$ cat src/rtl/video_timing_gen.sv
// Raster timing generator: pixel/line counters, sync and blank decode,
// matched-latency delayed copies and a per-frame strobe with frame counter.
module video_timing_gen #(
    parameter int ACTIVE_H   = 1280,
    parameter int H_FP       = 110,
    parameter int H_SYNC     = 40,
    parameter int H_BP       = 220,
    parameter int ACTIVE_V   = 720,
    parameter int V_FP       = 5,
    parameter int V_SYNC     = 5,
    parameter int V_BP       = 20,
    parameter int SYNC_DELAY = 2
) (
    input  logic        clk,
    input  logic        rst,
    output logic [10:0] h_count,
    output logic [9:0]  v_count,
    output logic        active_draw,
    output logic        h_sync,
    output logic        v_sync,
    output logic        new_frame,
    output logic [5:0]  frame_count,
    output logic        active_draw_dly,
    output logic        h_sync_dly,
    output logic        v_sync_dly
);

    localparam int H_TOTAL = ACTIVE_H + H_FP + H_SYNC + H_BP;
    localparam int V_TOTAL = ACTIVE_V + V_FP + V_SYNC + V_BP;

    if (H_TOTAL > 2048) begin : g_h_chk
        $error("H_TOTAL exceeds 11-bit counter range");
    end
    if (V_TOTAL > 1024) begin : g_v_chk
        $error("V_TOTAL exceeds 10-bit counter range");
    end
    if (SYNC_DELAY < 0 || SYNC_DELAY > 15) begin : g_d_chk
        $error("SYNC_DELAY must be 0..15");
    end

    localparam logic [10:0] H_LAST = 11'(H_TOTAL - 1);
    localparam logic [10:0] H_ACT  = 11'(ACTIVE_H);
    localparam logic [10:0] HS_BEG = 11'(ACTIVE_H + H_FP);
    localparam logic [10:0] HS_END = 11'(ACTIVE_H + H_FP + H_SYNC);
    localparam logic [9:0]  V_LAST = 10'(V_TOTAL - 1);
    localparam logic [9:0]  V_ACT  = 10'(ACTIVE_V);
    localparam logic [9:0]  VS_BEG = 10'(ACTIVE_V + V_FP);
    localparam logic [9:0]  VS_END = 10'(ACTIVE_V + V_FP + V_SYNC);

    always_ff @(posedge clk) begin
        if (rst) begin
            h_count <= '0;
            v_count <= '0;
        end else if (h_count == H_LAST) begin
            h_count <= '0;
            v_count <= (v_count == V_LAST) ? 10'd0 : v_count + 10'd1;
        end else begin
            h_count <= h_count + 11'd1;
        end
    end

    // Decoded straight from the count registers: zero skew to h/v_count.
    assign active_draw = (h_count < H_ACT) && (v_count < V_ACT);
    assign h_sync      = (h_count >= HS_BEG) && (h_count < HS_END);
    assign v_sync      = (v_count >= VS_BEG) && (v_count < VS_END);
    assign new_frame   = (h_count == H_ACT) && (v_count == V_ACT);

    always_ff @(posedge clk) begin
        if (rst) begin
            frame_count <= '0;
        end else if (new_frame) begin
            frame_count <= frame_count + 6'd1;
        end
    end

    logic [2:0] dly_in;
    assign dly_in = {active_draw, h_sync, v_sync};

    if (SYNC_DELAY == 0) begin : g_pass
        assign {active_draw_dly, h_sync_dly, v_sync_dly} = dly_in;
    end else begin : g_pipe
        logic [2:0] sr [SYNC_DELAY];

        always_ff @(posedge clk) begin
            if (rst) begin
                for (int i = 0; i < SYNC_DELAY; i++) begin
                    sr[i] <= 3'b000;
                end
            end else begin
                sr[0] <= dly_in;
                for (int i = 1; i < SYNC_DELAY; i++) begin
                    sr[i] <= sr[i-1];
                end
            end
        end

        assign {active_draw_dly, h_sync_dly, v_sync_dly} = sr[SYNC_DELAY-1];
    end

endmodule

$ cat config.mk
export PLATFORM = sky130hd
export DESIGN_NAME = video_timing_gen
export DESIGN_NICKNAME = d
export VERILOG_FILES = /design/src/rtl/video_timing_gen.sv
export SDC_FILE = /design/constraint.sdc
export NUM_CORES = 1
export LEC_CHECK = 0
export ABC_AREA = 1
export CORE_MARGIN = 4
export CORE_UTILIZATION = 30
export DETAILED_ROUTE_END_ITERATION = 16
export HOLD_SLACK_MARGIN = 0.02
export PLACE_DENSITY_LB_ADDON = 0.1
export RECOVER_POWER = 50
export SYNTH_ARGS = -nofsm -noshare
export SYNTH_HDL_FRONTEND = slang
export SYNTH_SLANG_ARGS = --single-unit
$ cat constraint.sdc
create_clock -name clk -period 4.6 [get_ports clk]
set_clock_uncertainty 0.05 [all_clocks]
set_input_delay 0.92 -clock clk [delete_from_list [all_inputs] [get_ports clk]]
set_output_delay 0.92 -clock clk [all_outputs]
set_load 0.01 [all_outputs]
* Word level (Yosys, flattened, before mapping)
Memory sizes are Yosys's and may differ from the RTL's.
Cells that the tools add are included.
** Word-level totals
- Bits in registers :: 27
- RAM bits :: 6
- Bits of input ports :: 2
- Output and inout port bits :: 34
- Word-level logic and storage cells :: 30
- Memories kept :: 1
** Memory list
- g_pipe.sr :: depth 2, bits a word 3, rd ports 2, clocked after memory_dff 0, write ports 2, line 82 : logic [2:0] sr [SYNC_DELAY];
** Cells by class
- Add/subtract/negate cells :: 3
- Order comparisons :: 6
- Equal/unequal tests :: 4
- Mux-type cells :: 6
- Bitwise operators :: 2
- Reductions and logical operators :: 5
** Operator list (number)
- equality test 11 bit (second input constant) :: 2
- < comparator 11 bit (second input constant) :: 2
- equality test 10 bit (second input constant) :: 2
- < comparator 10 bit (second input constant) :: 2
- adder 11 x 1 -> 11 bit (second input constant) :: 1
- >= comparator 11 bit (second input constant) :: 1
- adder 10 x 1 -> 10 bit (second input constant) :: 1
- >= comparator 10 bit (second input constant) :: 1
- 2-to-1 mux 10 bit :: 1
- adder 6 x 1 -> 6 bit (second input constant) :: 1
- 2-to-1 mux 3 bit :: 2
- logical AND 1 bit :: 4
- 2-to-1 mux 1 bit :: 3
- bitwise OR 1 bit :: 2
- OR reduction 2 bit :: 1

* Depth between registers and ports, before layout
- Depth in word-level cells :: 3
- Gate-level depth with buffers :: 10
- Mapped depth without buffers :: 10

* Worst setup path after synthesis
No wires, ideal clock.
- Path type :: register to output
- Start point :: reg v_count[0]
- End point :: out v_sync
- Arrival time :: 1103 ps
- Data required time :: 3630 ps
- Slack :: 2527 ps
- Cell stages (with the launch flop) :: 6
- Path buffers :: 0
- Cell sequence :: dfxtp_1 -> inv_1 -> ha_1 -> nand2_1 -> a22oi_1 -> nor4_2
** Between the ends
- Longest elaborated chain between the ends :: 2
- Elaborated cells between the ends (all ways) :: 3
- Classes of those cells :: order compare (2); reduce/logical (1)
** RTL lines
- from (decl) :: line 17 : output logic [9:0] v_count,
- from (signal assigned) :: line 56 : v_count <= (v_count == V_LAST) ? 10'd0 : v_count + 10'd1;
- >= comparator 10 bit or < comparator 10 bit (tied branches) :: line 65 : assign v_sync = (v_count >= VS_BEG) && (v_count < VS_END);
- logical AND 1 bit (*) :: line 65
- to (decl) :: line 20 : output logic v_sync,
Mark *: on every way between the ends. The rest lies on a longest branch, timed or not.

* Final worst setup path
- Start point :: reg v_count[6]
- End point :: out v_sync
Same word-level chain as after synthesis.

==> results.json <==
{
  "min_period_ns": 2.967,
  "synth_area_leaders": "dfxtp_1 (36%), nand2_1 (12%), nor2_1 (8.9%)",
  "areaGrowthSynthToFinish_pct": 27.59,
  "dpl.hpwl_mm": 3.298,
  "drt_iter0_markers": 62,
  "syn_nets": 271,
  "fp.dieH_um": 85.77,
  "clk_pin_slew_worst_paths_ns": 0.07,
  "synth_area_um2": 1814,
  "grt.overflow.total": 0,
  "tns_ns": 0,
  "crit_fanout": 6,
  "drv_slew": 0,
  "yosysMostFrequentCell": "nand2_1",
  "fill_cells": 634,
  "slew_headroom_pct": 47.27,
  "finalHoldViolCount": 0,
  "ir_drop_v": 0.0001115,
  "cp-end-kind": "output pin",
  "worstPathRequired_ns": 3.63,
  "post_cts_buffers": 0,
  "clockRootBuffer": "clkbuf_8",
  "grt_max_degree": 14,
  "swShare_pct": 22.18,
  "async_flop_share_pct": 0,
  "startpoint_type": "register",
  "h-tree-depth": 2,
  "drive_gt1_share_pct": 5.667,
  "synth_top_area_share_pct": 36.41,
  "period_share_pct": 64.51,
  "finalNetCount": 310,
  "yosys-top-cells-count": "nand2_1 (57), nor2_1 (43), inv_1 (40)",
  "synth_edf_count": 0,
  "total_power_uw": 537.1,
  "synth-main-ff-cell": "dfxtp_1",
  "fmax_ghz": 0.3370,
  "cts.sinks": 33,
  "crit_type": "register to output pin",
  "first_global_vias": 1551,
  "p_seq_share_pct": 54.4,
  "synth_seq_cells": 33,
  "cellLeakagePower_uw": 0.0009895,
  "rsz0062_at_grt": "false",
  "globalplace.congestion": 0.7848,
  "io_buffers": 35,
  "drtPass1Iterations": 4,
  "row_count": 28,
  "antenna_found_initial": 0,
  "seq_area_um2": 660.6,
  "die_area_um2": 7356,
  "drcViolationCount": 0,
  "yosysSeqAreaShare_pct": 36.41,
  "finalSetupViolations": 0,
  "core_area_um2": 5886,
  "vias": 1639,
  "diodes": 0,
  "power.density_nw_per_um2": 232.0,
  "clockBufferDepth": 2,
  "status": "finished clean",
  "grt_pass1_wl_mm": 7.389,
  "clk_latency_ns": 0.28,
  "numCtsBuffers": 5,
  "hold_class": "register to register",
  "clkPwrFrac_pct": 40.7,
  "grt.total_usage_pct": 12.50,
  "cp.arrival_ns": 2.00,
  "multiInputGateArea_um2": 962.2,
  "dieWidth_um": 85.77,
  "syn_inst": 261,
  "wl_mm": 4.244,
  "worst_pin_slew_ns": 0.7827,
  "ys_types": 30,
  "ys_warn_count": 0,
  "p_int_uw": 418.0,
  "cts_resized": 0,
  "io_pins": 36,
  "maxCapViolCount": 0,
  "switchingPower_uw": 119.1,
  "synth_largest_area_cell": "dfxtp_1",
  "final_antenna_net_count": 0,
  "wire_per_inst_um": 11.32,
  "ctsHoldBuffers": 0,
  "viasPerCell": 4.371,
  "start_util_pct": 30.82,
  "post_synth.cell_area_avg_um2": 6.951,
  "p_comb_share_pct": 5.0,
  "cts_tree": "yes"
}
-- flip-flops by register name, indices dropped and copies added (netlist names) --
register	cells
h_count	11
g_pipe.sr	6
frame_count	6
v_count	10
-- worst paths after layout --
| check | start | endpoint | slack (ns) | cells after the start |
|---|---|---|---|---|
| worst max-delay path | v_count[6] | v_sync | 1.63 | 5 |
| worst min-delay path | g_pipe.sr[0][0] | g_pipe.sr[0][3] | 0.35 | 2 |
| worst max register to register | h_count[0] | v_count[5] | 2.45 | 7 |
| worst min register to register | g_pipe.sr[0][0] | g_pipe.sr[0][3] | 0.35 | 2 |
-- kinds of logic (layout without fill, tap and decap cells) --
group                      Yosys count  after routing  share of synthesized area, %
adders and majority gates            8              8                         5.517
AOI/OAI and AO/OA                   20             20                         6.552
buffers and inverters               46             85                         9.793
xor gates and xnor gates            10             10                         4.828
and+or+nand+nor                    144            144                         36.90
DFF                                 33             33                         36.41
-- per-stage QoR --
| step | util [%] | area [µm²] | hold slack (ns) | cells | setup slack, ns |
|---|---|---|---|---|---|
| floorplan | - | 1814 | 0.3383 | 261 | 2.527 |
| global placement | 38.10 | 2242 | 0.3410 | 368 | 1.838 |
| detailed placement | 38.10 | 2242 | 0.3424 | 368 | 1.804 |
| CTS | 39.56 | 2328 | 0.3515 | 375 | 1.603 |
| global route | 39.33 | 2315 | 0.3581 | 375 | 1.352 |
| finish | 39.33 | 2315 | 0.3496 | 375 | 1.633 |
-- final cells by class --
cell class              instances  share of cell area [%]
clock buffers                   7                   3.730
flip-flops and latches         33                   28.54
multi-input cells             182                   41.57
inverters                      43                   6.973
well taps                      75                   4.054
repair buffers                 35                   15.14
-- placed cells by master (no fill, tap or decap), types with 2 or more instances in the layout --
master	instances
nor2_2	2
dlygate4sd3_1	15
inv_1	40
inv_2	3
o21ai_0	5
ha_1	8
nand4_1	9
xnor2_1	3
a21oi_1	12
clkbuf_8	6
clkdlybuf4s50_1	20
dfxtp_1	33
nor3_1	5
nor2_1	44
nand2_1	57
xor2_1	7
nand3_1	16
a22oi_1	2
-- critical path, cell delays in order, from the launching register on --
cell and delay, ns:
dfxtp_1 0.41, nand2_1 0.13, nor2_1 0.19, inv_1 0.10
nor4_2 0.28, clkdlybuf4s50_1 0.61
-- power groups by stage --
stage	Combinational [µW]	Sequential [µW]	Clock [µW]
floorplan	16.9	299	0
global placement	28.3	299	0
detailed placement	28.3	299	0
CTS	28.4	292	230
global route	30.3	293	239
finish	26.7	292	218
-- routing by layer --
metal	global-route usage (%)	share of wire (%)	vias to the layer above
met1	18.34	53	715
met4	4.460	1.6	0
met2	17.66	41	30
met3	2.978	4.3	6
li1	-	-	888
met5	0	0	-
Power figures use the tool's default switching activity.
